## config.mk

```make
export PLATFORM = sky130hd
export DESIGN_NAME = wb_port_arbiter
export DESIGN_NICKNAME = d
export VERILOG_FILES = /design/src/rtl/wb_port_arbiter.sv
export SDC_FILE = /design/constraint.sdc
export NUM_CORES = 1
export LEC_CHECK = 0
export ABC_AREA = 1
export BUFFER_PORTS_ARGS = -buffer_cell sky130_fd_sc_hd__buf_4
export CAP_MARGIN = 5
export CORE_ASPECT_RATIO = 1.2
export CORE_MARGIN = 4
export CORE_UTILIZATION = 45
export DETAILED_ROUTE_END_ITERATION = 12
export HOLD_SLACK_MARGIN = 0.1
export PLACE_DENSITY = 0.78
export SKIP_LAST_GASP = 1
export SYNTH_ARGS = -nofsm -noshare
export SYNTH_HDL_FRONTEND = slang
export SYNTH_SLANG_ARGS = --single-unit
```

## constraint.sdc

```tcl
create_clock -name clk -period 7.2 [get_ports clk]
set_clock_uncertainty 0.15 [all_clocks]
set_input_delay 0.72 -clock clk [delete_from_list [all_inputs] [get_ports clk]]
set_output_delay 0.72 -clock clk [all_outputs]
set_load 0.01 [all_outputs]
```

## src/rtl/wb_port_arbiter.sv

```systemverilog
// Writeback port arbiter: four execution-unit requesters share three register-file
// write ports, granted round-robin with a single-cycle registered write stage.
module wb_port_arbiter #(
  parameter int DATA_WIDTH = 32,
  parameter int TAG_WIDTH  = 6
) (
  input  logic                    clk,
  input  logic                    rst,
  input  logic                    flush_i,
  input  logic [3:0]              req_valid_i,
  input  logic [4*TAG_WIDTH-1:0]  req_tag_i,
  input  logic [4*DATA_WIDTH-1:0] req_data_i,
  output logic [3:0]              req_ready_o,
  output logic                    wr1_en_o,
  output logic                    wr2_en_o,
  output logic                    wr3_en_o,
  output logic [TAG_WIDTH-1:0]    wr1_tag_o,
  output logic [TAG_WIDTH-1:0]    wr2_tag_o,
  output logic [TAG_WIDTH-1:0]    wr3_tag_o,
  output logic [DATA_WIDTH-1:0]   wr1_data_o,
  output logic [DATA_WIDTH-1:0]   wr2_data_o,
  output logic [DATA_WIDTH-1:0]   wr3_data_o,
  output logic [15:0]             conflict_cnt_o
);

  logic [1:0]            rr_ptr;
  logic [1:0]            rr_next;
  logic [3:0]            grant;
  logic [2:0]            port_used;
  logic [1:0]            sel1;
  logic [1:0]            sel2;
  logic [1:0]            sel3;
  logic [1:0]            last_idx;
  logic [1:0]            scan_idx;
  logic [1:0]            fill_cnt;
  logic                  conflict;
  logic [TAG_WIDTH-1:0]  tag1;
  logic [TAG_WIDTH-1:0]  tag2;
  logic [TAG_WIDTH-1:0]  tag3;
  logic [DATA_WIDTH-1:0] data1;
  logic [DATA_WIDTH-1:0] data2;
  logic [DATA_WIDTH-1:0] data3;

  // Scan from the priority pointer; the n-th valid requester found takes port n+1.
  always_comb begin
    grant     = '0;
    port_used = '0;
    sel1      = '0;
    sel2      = '0;
    sel3      = '0;
    last_idx  = rr_ptr;
    scan_idx  = '0;
    fill_cnt  = '0;
    for (int i = 0; i < 4; i++) begin
      scan_idx = rr_ptr + 2'(i);
      if (req_valid_i[scan_idx] && fill_cnt != 2'd3) begin
        grant[scan_idx] = 1'b1;
        last_idx        = scan_idx;
        case (fill_cnt)
          2'd0: begin
            port_used[0] = 1'b1;
            sel1         = scan_idx;
          end
          2'd1: begin
            port_used[1] = 1'b1;
            sel2         = scan_idx;
          end
          default: begin
            port_used[2] = 1'b1;
            sel3         = scan_idx;
          end
        endcase
        fill_cnt = fill_cnt + 2'd1;
      end
    end
  end

  always_comb begin
    rr_next     = (|grant) ? last_idx + 2'd1 : rr_ptr;
    conflict    = |(req_valid_i & ~grant);
    req_ready_o = (rst || flush_i) ? 4'b0000 : grant;
  end

  // Unused ports present zero tag and data so downstream never sees stale values.
  always_comb begin
    tag1  = port_used[0] ? req_tag_i[sel1*TAG_WIDTH +: TAG_WIDTH] : '0;
    tag2  = port_used[1] ? req_tag_i[sel2*TAG_WIDTH +: TAG_WIDTH] : '0;
    tag3  = port_used[2] ? req_tag_i[sel3*TAG_WIDTH +: TAG_WIDTH] : '0;
    data1 = port_used[0] ? req_data_i[sel1*DATA_WIDTH +: DATA_WIDTH] : '0;
    data2 = port_used[1] ? req_data_i[sel2*DATA_WIDTH +: DATA_WIDTH] : '0;
    data3 = port_used[2] ? req_data_i[sel3*DATA_WIDTH +: DATA_WIDTH] : '0;
  end

  always_ff @(posedge clk) begin
    if (rst) begin
      rr_ptr         <= '0;
      conflict_cnt_o <= '0;
      wr1_en_o       <= 1'b0;
      wr2_en_o       <= 1'b0;
      wr3_en_o       <= 1'b0;
      wr1_tag_o      <= '0;
      wr2_tag_o      <= '0;
      wr3_tag_o      <= '0;
      wr1_data_o     <= '0;
      wr2_data_o     <= '0;
      wr3_data_o     <= '0;
    end else if (flush_i) begin
      wr1_en_o   <= 1'b0;
      wr2_en_o   <= 1'b0;
      wr3_en_o   <= 1'b0;
      wr1_tag_o  <= '0;
      wr2_tag_o  <= '0;
      wr3_tag_o  <= '0;
      wr1_data_o <= '0;
      wr2_data_o <= '0;
      wr3_data_o <= '0;
    end else begin
      rr_ptr     <= rr_next;
      wr1_en_o   <= port_used[0];
      wr2_en_o   <= port_used[1];
      wr3_en_o   <= port_used[2];
      wr1_tag_o  <= tag1;
      wr2_tag_o  <= tag2;
      wr3_tag_o  <= tag3;
      wr1_data_o <= data1;
      wr2_data_o <= data2;
      wr3_data_o <= data3;
      if (conflict && conflict_cnt_o != 16'hFFFF)
        conflict_cnt_o <= conflict_cnt_o + 16'd1;
    end
  end

endmodule

```

==> impl_metrics.env <==
export IMPL_run_status="complete, no violations"
export IMPL_num_rows=55
export IMPL_worst_path_max_fanout=117
export IMPL_crit_path_start_kind="register"
export IMPL_worstHoldPathType="register to register"
export IMPL_via_count=10150
export IMPL_ctsHtreeMaxLevel=4
export IMPL_clkSinkCount=135
export IMPL_worst_case_vdd_ir_drop_uv=654.9
export IMPL_detail_route_drc_violations=0
export IMPL_synth_edff_count=0
export IMPL_fp_dieArea_mm2=0.02188
export IMPL_detailedRoute_firstIterationViolations=874
export IMPL_hp_start="conflict_cnt_o[8]"
export IMPL_drv_max_cap_violation_count=0
export IMPL_synth_net_count=1573
export IMPL_design_portCount=296
export IMPL_core_mm2=0.01906
export IMPL_gate_count_post_synth=1400
export IMPL_grt_first_pass_wirelength_um=48730
export IMPL_syn_area_mm2=0.008805
export IMPL_timing_final_max_slew_violations=0
export IMPL_crit_path_end_kind="register"
export IMPL_async_flop_share_pct=0
export IMPL_r2r_end="wr3_data_o[30]"
export IMPL_power_per_cell_area_mw_per_mm2=523.3
export IMPL_syn_mean_instance_area_um2=6.289
export IMPL_final_setup_tns_ns=0
export IMPL_chipHeight_um=161.2
export IMPL_hold_path_cell_count=2
export IMPL_yosys_register_bits=135
export IMPL_yosysWarnings=0
export IMPL_hold_viol=0
export IMPL_timing_final_setup_violations=0
export IMPL_post_cts_resized=0
export IMPL_cts_tree="done"
export IMPL_synth_seq_area_share_pct=30.69
export IMPL_gp_routability_congestion=0.8865
export IMPL_cts_clk_slew_worst_paths_ns=0.06
export IMPL_finish_net_count=1803
export IMPL_final_antenna_net_count=0
export IMPL_timing_critical_path_required_ns=7.31
export IMPL_postSynth_topFlopCell="dfxtp_1"
export IMPL_finalNonFillerCells=1899
export IMPL_period_share_pct=71.44
export IMPL_drt_vias_per_instance=5.344
export IMPL_min_period_ns=5.144
export IMPL_grt_start_max_net_pins=118
export IMPL_post_cts_setup_buffers=0
export IMPL_placement_io_buffers=295
export IMPL_dp_hpwl_um=20630
export IMPL_ctsLongestPathBuffers=2
export IMPL_antenna_cells=0
export IMPL_root_buffer="clkbuf_16"
export IMPL_max_slew_margin_rel_pct=21.18
export IMPL_reg2reg_depth=14
export IMPL_worstPathArrival_ns=5.26
export IMPL_final_layout_size_suffix_gt1_share_pct=23.49
export IMPL_netlist_cell_type_count=36
export IMPL_critical_path_reg2reg_startpoint="rr_ptr[0]"
export IMPL_initial_utilization_pct=46.19
export IMPL_p_leak_nw=6.013
export IMPL_final_cell_area_mm2=0.01148
export IMPL_grt_overflow_total=0
export IMPL_fillers=1798
export IMPL_detailed_place_area_mm2=0.01088
export IMPL_holdPathEnd="conflict_cnt_o[8]"
export IMPL_antenna_violations_before_repair=0
export IMPL_vias_in_the_first_global_route=9570
export IMPL_drt_first_pass_iters=5
export IMPL_avgRoutedWirePerCell_um=16.37
export IMPL_worstSkewPairLatency_ns=0.43
export IMPL_placed_cells_incl_taps=1867
export IMPL_register_to_register_setup_slack_ns=2.06
export IMPL_max_freq_ghz=0.1944
export IMPL_timing_worst_setup_path_type="register to register"
export IMPL_die_w_um=135.7
export IMPL_rsz0062_at_grt="false"
export IMPL_detail_route_wirelength_um=31090
export IMPL_cts_hold_buf=0
export IMPL_globalRouteTotalUtil_pct=27.43
export IMPL_cts_buffers=17
export IMPL_layout_area_overhead_vs_synth_pct=30.37
export IMPL_worst_pin_slew_ns=1.182
==> area by class of cell <==
| type | instances | area (um2) | area share [%] |
|---|---|---|---|
| clock buffer | 19 | 432.9 | 3.772 |
| clock inverter | 13 | 170.2 | 1.482 |
| inverter | 199 | 747.0 | 6.508 |
| multi-input combinational | 975 | 4838 | 42.15 |
| sequential | 135 | 2703 | 23.54 |
| tap | 256 | 320.3 | 2.790 |
| timing repair buffer | 302 | 2267 | 19.75 |
==> report_power, final <==
part | leakage, nW | switching [mW] | internal, mW
Clock | 0.285 | 0.366 | 0.549
Sequential | 1.10 | 0.0699 | 0.901
Combinational | 4.63 | 2.86 | 1.26
==> worst max-delay path, stage by stage (launching register included) <==
cell and delay, ns:
dfxtp_1 0.82, inv_2 0.26, ha_1 0.51, inv_1 0.17
nand2_2 0.14, nand2_4 0.11, fa_1 0.72, nand3_4 0.17
nand2_4 0.13, nand2_1 0.09, nand2_4 0.84, buf_4 0.48
nand2_1 0.10, o211ai_1 0.11, a21oi_1 0.09
==> per-layer routing <==
metal	wire length, um	track usage [%]	vias to the layer above
li1	-	-	4939
met1	12400	34.10	4640
met2	15150	46.99	514
met3	2599	5.016	55
met4	942	10.40	0
met5	0	0	-
==> cell families (layout without fill, tap and decap cells) <==
group           count (synthesis)  count (layout)  synth area share [%]
fa+ha+maj                      14              14                 2.075
simple gates                  721             721                 35.48
buf+inv                       290             533                 14.72
flops                         135             135                 30.69
compound gates                226             226                 15.63
xor+xnor                       14              14                 1.393
==> per-stage QoR <==
stage	utilization [%]	setup slack [ns]	hold slack, ns	power (mW)
after CTS	60.22	2.082	0.3567	5.990
final	60.22	2.056	0.3556	6.007
after floorplan	-	3.861	0.3565	4.205
after global placement	57.05	2.307	0.3388	4.961
after detailed placement	57.05	2.141	0.3473	5.042
after global routing	60.22	1.656	0.3766	6.499
==> layout by cell type (no fill, tap or decap), types with 3 or more instances in the layout <==
cell type / count
nor3_1: 4
clkinv_4: 3
nand3_1: 187
bufinv_16: 3
nand4_1: 5
ha_1: 13
dfxtp_1: 135
nand2_1: 464
nand2_2: 13
buf_4: 302
a21oi_1: 133
nor2_1: 28
o21ai_0: 4
o211ai_1: 76
nand2_4: 9
clkinvlp_4: 3
xor2_1: 9
inv_1: 185
nand3_2: 4
clkbuf_16: 17
inv_2: 14
o21ai_4: 3
inv_6: 3
xnor2_1: 5
==> Yosys cell counts, types with 4 or more instances <==
cell type	instances	area, um2
inv_1	185	694.4
nand2_1	466	1749
o211ai_1	76	570.6
nand3_1	187	935.9
buf_4	14	105.1
buf_6	14	157.7
nor2_1	28	105.1
xor2_1	9	78.83
a21oi_1	133	665.6
xnor2_1	5	43.79
nand2_2	12	75.07
ha_1	13	162.7
nand2_4	8	90.09
nand4_1	5	31.28
dfxtp_1	135	2703
o21ai_2	4	35.03
inv_2	14	52.55
o21ai_0	4	20.02
clkbuf_1	21	78.83
nor3_1	4	20.02
buf_2	40	200.2
nand3_2	4	40.04
==> worst max path at each step <==
stage | from | to | slack (ns)
after floorplan | rr_ptr[0] | req_ready_o[1] | 3.86
after global placement | rr_ptr[0] | wr3_tag_o[2] | 2.31
after detailed placement | rr_ptr[0] | wr1_data_o[26] | 2.14
after CTS | rr_ptr[0] | wr1_tag_o[5] | 2.08
after global routing | rr_ptr[0] | wr3_data_o[20] | 1.66
final | rr_ptr[0] | wr3_data_o[30] | 2.06
==> sequential cells by signal, summed over array words and instances, names as in the netlist <==
register,cells
wr1_tag_o,6
wr3_en_o,1
wr2_en_o,1
wr3_data_o,32
wr1_en_o,1
wr2_data_o,32
wr1_data_o,32
rr_ptr,2
conflict_cnt_o,16
wr2_tag_o,6
wr3_tag_o,6
(Power assumes the default switching activity.)
